## src/rtl/watch_set_pkg.sv

```systemverilog
// watch_set_pkg: shared state/field encoding, field limits and wrap-around stepping for watch_set_ctrl
package watch_set_pkg;
  typedef enum logic [1:0] {IDLE = 2'b00, HOUR = 2'b01, MIN = 2'b10, SEC = 2'b11} state_t;
  localparam logic [5:0] HOUR_MAX = 6'd23;
  localparam logic [5:0] MINSEC_MAX = 6'd59;
  function automatic logic [5:0] wrap_step(input logic [5:0] v, input logic [5:0] max, input logic up);
    return up ? ((v == max) ? 6'd0 : v + 6'd1) : ((v == 6'd0) ? max : v - 6'd1);
  endfunction
endpackage

```

## src/rtl/watch_set_ctrl_key_repeat.sv

```systemverilog
// key_repeat: rising-edge step pulse per key, plus delay/rate auto-repeat when AUTO_REPEAT_EN is defined
module key_repeat
`ifdef AUTO_REPEAT_EN
#(
  parameter int DELAY_CYC = 2,
  parameter int RATE_CYC = 1
)
`endif
(
  input  logic clk,
  input  logic reset,
`ifdef AUTO_REPEAT_EN
  input  logic clr,
`endif
  input  logic key,
  output logic step
);
  logic key_q;
  // previous-cycle key sample for edge detection
  always_ff @(posedge clk or negedge reset) begin
    if (!reset) key_q <= 1'b0;
    else key_q <= key;
  end
`ifdef AUTO_REPEAT_EN
  localparam int W = $clog2(DELAY_CYC + 1);
  logic [W-1:0] cnt;
  logic rep;
  assign rep = key && (cnt == W'(DELAY_CYC));
  // hold-time counter; after the first repeat it reloads so the next one lands RATE_CYC later
  always_ff @(posedge clk or negedge reset) begin
    if (!reset) cnt <= '0;
    else cnt <= (key && !clr) ? (rep ? W'(DELAY_CYC - RATE_CYC + 1) : cnt + W'(1)) : '0;
  end
  assign step = (key & ~key_q) | rep;
`else
  assign step = key & ~key_q;
`endif
endmodule

```

## src/rtl/watch_set_ctrl.sv

```systemverilog
// watch_set_ctrl: watch time-setting sequencer (field select, wrap-around step, load strobe); optional AUTO_REPEAT_EN
module watch_set_ctrl #(
  parameter int CLK_HZ = 100_000_000,
  parameter int REPEAT_DELAY_MS = 500,
  parameter int REPEAT_RATE_MS = 100
)(
  input  logic       clk,
  input  logic       reset,
  input  logic       i_set_mode,
  input  logic       i_next,
  input  logic       i_prev,
  input  logic       i_up,
  input  logic       i_down,
  input  logic [4:0] i_cur_hour,
  input  logic [5:0] i_cur_min,
  input  logic [5:0] i_cur_sec,
  output logic [4:0] o_set_hour,
  output logic [5:0] o_set_min,
  output logic [5:0] o_set_sec,
  output logic       o_load,
  output logic [1:0] o_field,
  output logic       o_setting
);
  import watch_set_pkg::*;
  state_t state, nxt_field, prv_field;
  logic sm_q, up_step, dn_step, inc, dec;
`ifdef AUTO_REPEAT_EN
  localparam int DELAY_CYC = REPEAT_DELAY_MS * (CLK_HZ / 1000);
  localparam int RATE_CYC = REPEAT_RATE_MS * (CLK_HZ / 1000);
  logic clr;
  assign clr = i_next | i_prev | ~i_set_mode | (i_up & i_down);
  key_repeat #(.DELAY_CYC(DELAY_CYC), .RATE_CYC(RATE_CYC)) u_up (.clk(clk), .reset(reset), .clr(clr), .key(i_up), .step(up_step));
  key_repeat #(.DELAY_CYC(DELAY_CYC), .RATE_CYC(RATE_CYC)) u_dn (.clk(clk), .reset(reset), .clr(clr), .key(i_down), .step(dn_step));
`else
  key_repeat u_up (.clk(clk), .reset(reset), .key(i_up), .step(up_step));
  key_repeat u_dn (.clk(clk), .reset(reset), .key(i_down), .step(dn_step));
`endif
  assign inc = up_step & ~dn_step;
  assign dec = dn_step & ~up_step;
  assign nxt_field = (state == SEC) ? HOUR : state_t'(state + 2'd1);
  assign prv_field = (state == HOUR) ? SEC : state_t'(state - 2'd1);
  assign o_field = state;
  assign o_setting = (state != IDLE);
  // field-select FSM with shadow capture on entry and one load strobe per step
  always_ff @(posedge clk or negedge reset) begin
    if (!reset) begin
      state <= IDLE;
      sm_q <= 1'b0;
      o_set_hour <= '0;
      o_set_min <= '0;
      o_set_sec <= '0;
      o_load <= 1'b0;
    end else begin
      sm_q <= i_set_mode;
      o_load <= i_set_mode && (state != IDLE) && (inc || dec);
      if (!i_set_mode) state <= IDLE;
      else if (state == IDLE) begin
        if (!sm_q) begin
          state <= HOUR;
          o_set_hour <= i_cur_hour;
          o_set_min <= i_cur_min;
          o_set_sec <= i_cur_sec;
        end
      end else begin
        if (inc || dec) begin
          if (state == HOUR) o_set_hour <= 5'(wrap_step({1'b0, o_set_hour}, HOUR_MAX, inc));
          if (state == MIN) o_set_min <= wrap_step(o_set_min, MINSEC_MAX, inc);
          if (state == SEC) o_set_sec <= wrap_step(o_set_sec, MINSEC_MAX, inc);
        end
        if (i_next && !i_prev) state <= nxt_field;
        else if (i_prev && !i_next) state <= prv_field;
      end
    end
  end
endmodule
```

## config.mk

```make
export PLATFORM = sky130hd
export DESIGN_NAME = watch_set_ctrl
export DESIGN_NICKNAME = d
export VERILOG_FILES = /design/src/rtl/watch_set_pkg.sv /design/src/rtl/watch_set_ctrl_key_repeat.sv /design/src/rtl/watch_set_ctrl.sv
export SDC_FILE = /design/constraint.sdc
export NUM_CORES = 1
export LEC_CHECK = 0
export ABC_AREA = 1
export CELL_PAD_IN_SITES_DETAIL_PLACEMENT = 2
export CELL_PAD_IN_SITES_GLOBAL_PLACEMENT = 2
export CORE_MARGIN = 1
export CORE_UTILIZATION = 28
export DETAILED_ROUTE_END_ITERATION = 8
export HOLD_SLACK_MARGIN = 0.06
export PLACE_DENSITY_LB_ADDON = 0.1
export SKIP_LAST_GASP = 1
export SYNTH_ARGS = -nofsm -noshare
export SYNTH_HDL_FRONTEND = slang
export SYNTH_SLANG_ARGS = --single-unit
```

## constraint.sdc

```tcl
create_clock -name clk -period 1.85 [get_ports clk]
set_input_delay 0.2775 -clock clk [delete_from_list [all_inputs] [get_ports clk]]
set_output_delay 0.2775 -clock clk [all_outputs]
set_load 0.01 [all_outputs]
```

# Word level (Yosys, flattened, before mapping)
# Cells that the tools add are included.
dict set report totals {
  inputBits 24
  register_bits 23
  output_inout_bits 21
  elab_cells 81
}
dict set report op_classes {
  n_eq_ne 9
  reduce_logical 20
  mux 28
  bitwise_logic 8
  add_sub_neg 8
}
# cell n
set op_table {}
lappend op_table {{$mux 6} 14}
lappend op_table {{$mux 5} 7}
lappend op_table {{$mux 2} 7}
lappend op_table {{$add 6x1->6 const B} 2}
lappend op_table {{$eq 6x6->1 const B} 2}
lappend op_table {{$logic_not 6->1} 2}
lappend op_table {{$reduce_and 4->1} 3}
lappend op_table {{$sub 6x1->6 const B} 2}
lappend op_table {{$reduce_bool 2->1} 5}
lappend op_table {{$add 5x1->5 const B} 1}
lappend op_table {{$eq 5x5->1 const B} 1}
lappend op_table {{$logic_not 5->1} 1}
lappend op_table {{$sub 5x1->5 const B} 1}
lappend op_table {{$and 1x1->1} 4}
lappend op_table {{$eq 2x2->1 const B} 2}
lappend op_table {{$logic_and 1x1->1} 4}
lappend op_table {{$ne 4x1->1 const B} 1}
lappend op_table {{$not 1->1} 4}
lappend op_table {{$ne 3x3->1 const B} 1}
lappend op_table {{$add 2x1->2 const B} 1}
lappend op_table {{$eq 2x1->1 const B} 1}
lappend op_table {{$logic_not 1->1} 2}
lappend op_table {{$logic_not 2->1} 1}
lappend op_table {{$ne 2x2->1 const B} 1}
lappend op_table {{3 further kinds} 3}

# Longest topological paths before layout
# Gate-level depths: netlist (run 1).
dict set report logic_depth {
  depth_word 8
  mapped_depth 11
}

# Hierarchy
# From an unflattened synthesis (run 1), not the netlist that was laid out.
dict set report unflattened {
  cells_unflattened 300
  hier_area_um2 1965.6
}
# mod area_per_inst_um2 n_inst cells_per_inst
set modules_own_cells {}
lappend modules_own_cells {watch_set_ctrl 1895.6 1 294}
lappend modules_own_cells {key_repeat 35.0 2 3}

# Worst setup path before layout (run 1)
# Ideal clock, no wire load.
dict set report synth_timing {
  kind {flip-flop to flip-flop}
  from {register state[0] (netlist: o_field[0])}
  to {register o_set_min[0]}
  setup_slack_ps 246
  path_buffers 1
  required_time_ps 1721
  arrival_time_ps 1476
  synth_period_minus_slack_ps 1604
  stages_incl_launch_ff 10
  path_cell_list {dfrtp_1 inv_1 ha_1 buf_6 nor2_4 nor2_8 o21ai_4 clkinv_4 o21ai_2 o22ai_2}
}
dict set report synth_via {
  elab_chain_len 3
  word_cells_on_any_way 7
  classes_between {2 x eq/ne; 1 x mux; 4 x reduce/logical}
}
# element line
set synth_rtl {}
lappend synth_rtl {{from (decl)} watch_set_ctrl.sv:25} ;# state_t state, nxt_field, prv_field;
lappend synth_rtl {{from (signal assigned)} watch_set_ctrl.sv:70} ;# if (i_next && !i_prev) state <= nxt_field;
lappend synth_rtl {{from (signal assigned)} watch_set_ctrl.sv:71} ;# else if (i_prev && !i_next) state <= prv_field;
lappend synth_rtl {{$eq 2x2->1 or $logic_not 2->1 (tied branches)} {watch_set_ctrl.sv:67, watch_set_ctrl.sv:57}}
lappend synth_rtl {{$reduce_bool 2->1 (no source line) or $ne 2x2->1 (tied branches)} -}
lappend synth_rtl {{$reduce_and 4->1 (no source line)} -}
lappend synth_rtl {{to (signal assigned)} watch_set_ctrl.sv:61} ;# o_set_min <= i_cur_min;
lappend synth_rtl {{to (signal assigned)} watch_set_ctrl.sv:67} ;# if (state == MIN) o_set_min <= wrap_step(o_set_min, MINSEC_MAX, inc);
lappend synth_rtl {{to (decl)} watch_set_ctrl.sv:18} ;# output logic [5:0] o_set_min,
# Several ways; a longest one is shown, not always the timed one.
# A chain may end at the register's enable or synchronous reset.

# Final worst setup path (run 1)
dict set report layout_timing {
  from {register o_set_sec[3]}
  to {output port o_set_sec[3]}
}
# element line
set layout_lines {}
lappend layout_lines {{from (decl)} watch_set_ctrl.sv:19} ;# output logic [5:0] o_set_sec,
lappend layout_lines {{from (signal assigned)} watch_set_ctrl.sv:62} ;# o_set_sec <= i_cur_sec;
lappend layout_lines {{from (signal assigned)} watch_set_ctrl.sv:68} ;# if (state == SEC) o_set_sec <= wrap_step(o_set_sec, MINSEC_MAX, inc);
# No word-level cell between the ends.

==> results of run 1 <==
[path summary, 6_finish.rpt]
path / start / to / slack, ns / depth (start not counted)
setup / recovery: o_set_sec[3] / o_set_sec[3] / 0.09 / 1
hold reg to reg: o_set_hour[4] / o_set_hour[4] / 0.60 / 2
max in group asynchronous: reset / o_set_sec[2] / 1.21 / 2
setup reg to reg: o_field[1] / o_set_min[2] / 0.21 / 10
hold / removal: reset / o_set_sec[0] / 0.36 / 2
min in group clk: i_up / u_up.key_q / 0.47 / 1
[layout make-up]
| type | instances | area, um^2 | share of cell area (%) |
|---|---|---|---|
| multi-input combinational | 231 | 1340 | 48.7 |
| sequential | 23 | 578 | 21.0 |
| timing repair buffer | 55 | 526 | 19.1 |
| inverter | 33 | 136 | 4.96 |
| tap | 99 | 124 | 4.51 |
| clock buffer | 4 | 45.0 | 1.64 |
[cells in the mapped netlist, drive strengths merged (2+ instances only)]
cell type,number
o211ai,2
clkinv,2
nor3,2
nand4,5
o22ai,3
o21bai,2
a21oi,12
xnor2,2
nand3,34
nand2,83
dfrtp,23
o21ai,17
ha,16
xor2,7
nor2,42
buf,11
inv,31
[logic make-up after synthesis]
logic type,share of synthesized area (%)
flip-flops,27.0
XOR/XNOR,3.70
AND/OR/NAND/NOR,36.1
adder cells (fa/ha/maj),9.39
buffers and inverters,10.7
AO/OA/AOI/OAI,13.1
[per-stage QoR]
stage	total power [mW]	area, um^2	TNS, ns	hold slack (ns)
6_report	3.80	2750	0	0.362
3_5_place_dp	3.48	2690	-0.898	0.586
5_1_grt	4.19	2750	0	0.381
3_3_place_gp	3.40	2690	-0.277	0.568
4_1_cts	3.86	2740	0	0.372
2_1_floorplan	2.59	2130	0	-0.0181
[sequential cells by signal (all words and copies together), names as in the netlist]
signal,count
o_field,2
sm_q,1
o_set_sec,6
u_dn.key_q,1
o_load,1
o_set_hour,5
u_up.key_q,1
o_set_min,6
[layout by cell type, fill, tap and decap left out, drive strengths merged, types with 7 or more instances in the layout]
master and instances:
nand2 83, clkdlybuf4s50 43, nor2 42, nand3 34, inv 31, dfrtp 23, o21ai 17, ha 16
a21oi 12, buf 11, xor2 7
[per-layer routing]
layer | track usage, % | part of all wire [%]
met5 | 0 | 0
met4 | 3.90 | 0.86
met3 | 1.94 | 2.2
met2 | 33.0 | 48
met1 | 25.4 | 49
[power by group]
part	total, mW	switching (mW)	internal, mW
Clock	0.346	0.191	0.155
Sequential	1.12	0.423	0.694
Combinational	2.34	1.29	1.05
Total	3.80	1.90	1.90
==> reports/results.txt, run 1 <==
Rel. slew slack: 74.7%
Worst Slack Setup Final: 0.0911 ns
TritonCTS clock tree: built
Hold_buf cts: 0
Vias: 2150
Drt first pass iters: 3
Vias in the first global route: 2297
Max cap viols: 0
EDFF count, synth: 0
DR iter-0 viols: 27
Worst stage delay on the critical path: 0.61 ns
Status: complete, no violations
TritonCTS Sinks: 23
Post-DRT Antenna Nets: 0
Yosys top cell by area: dfrtp_1
Worst skew pair latency: 0.28 ns
Tmin final: 1.76 ns
Worst Setup End Kind: primary output
P per Cell Area: 1380 nW/um^2
Peak supply drop: 0.000432 V
Filler cells: 902
Remaining global-route overflow: 0
# setup viols final: 0
CP bufs+invs: 1
Ports: 45
Post-Route Utilization: 37.7%
Cell Rows: 31
Largest cells by area after synthesis: dfrtp_1, nand2_1, ha_1
Core Footprint: 7290 um^2
Layout cells sized above 1: 13.9%
Gp weighted congestion: 0.782
Flops & latches, synth: 23
Initial antenna violation count: 0
Number of hold violations in the final report: 0
Largest net degree at the start of global routing: 24
Worst Path Arrival: 1.48 ns
Async SR Flop Fraction: 100%
Area growth syn-to-layout: 28.9%
Synth Instances: 298
Hold Path Class: in2async
Syn Area/Cell: 7.15 um^2
CTS root buf: clkbuf_8
Yosys top cell area share: 27.0%
Sequential area share after synthesis: 27.0%
Resized Gates After CTS: 3
DR WL/cell: 15.4 um
First-pass GRT wire length: 11400 um
HPWL after DPL: 5330 um
Ys Warns: 0
Least-Margin Pin Slew: 0.380 ns
H-tree levels: 1
Placed Cells incl. Taps: 441
Max Slew Vio Count: 0
Initial Utilization: 29.2%
Final Skew: 0.0145 ns
Layout Cells excl Fill: 445
Slowest stage cell, crit path: clkdlybuf4s50_1
Max FO, Critical Path: 9
Delay-heaviest family, CP: buffers and inverters
N_diodes: 0
Vias per Instance: 4.83
FMAX: 569 MHz
DRC Markers: 0
Port bufs: 44
Reg clk slew, reported paths: 0.10 ns
Setup WS pre-CTS: -0.118 ns
Net count, final: 387
Crit path cell chain: clkdlybuf4s50_1
Synthesized area: 2130 um^2
Bufs on Longest Clock Path: 2
Die height: 89.3 um
Die area: 7970 um^2
RSZ-0062 raised after global routing: false
Setup Buffers After CTS: 0
Die X: 89.3 um
Post-Syn Nets: 338
Critical path type: reg2out
Routed wire length: 6870 um
WP data required: 1.57 ns
Synth cell types: 37
CP startpoint kind: register
Post-route clock period utilization: 95.1%
GRT Total Usage: 18.9%
Ys flop type: dfrtp_1
Leakage: 1.30 nW
Total CTS buffers: 3
No activity file was read; power rests on OpenSTA's default activity.
==> run 2, diff against run 1 <==
--- a/config.mk
+++ b/config.mk
@@ -11,6 +11,7 @@
 export CORE_MARGIN = 1
 export CORE_UTILIZATION = 28
 export DETAILED_ROUTE_END_ITERATION = 8
+export GPL_ROUTABILITY_DRIVEN = 1
 export HOLD_SLACK_MARGIN = 0.06
 export PLACE_DENSITY_LB_ADDON = 0.1
 export SKIP_LAST_GASP = 1
==> results of run 2 <==
Final layout, timing and power as in run 1 (identical DEF).
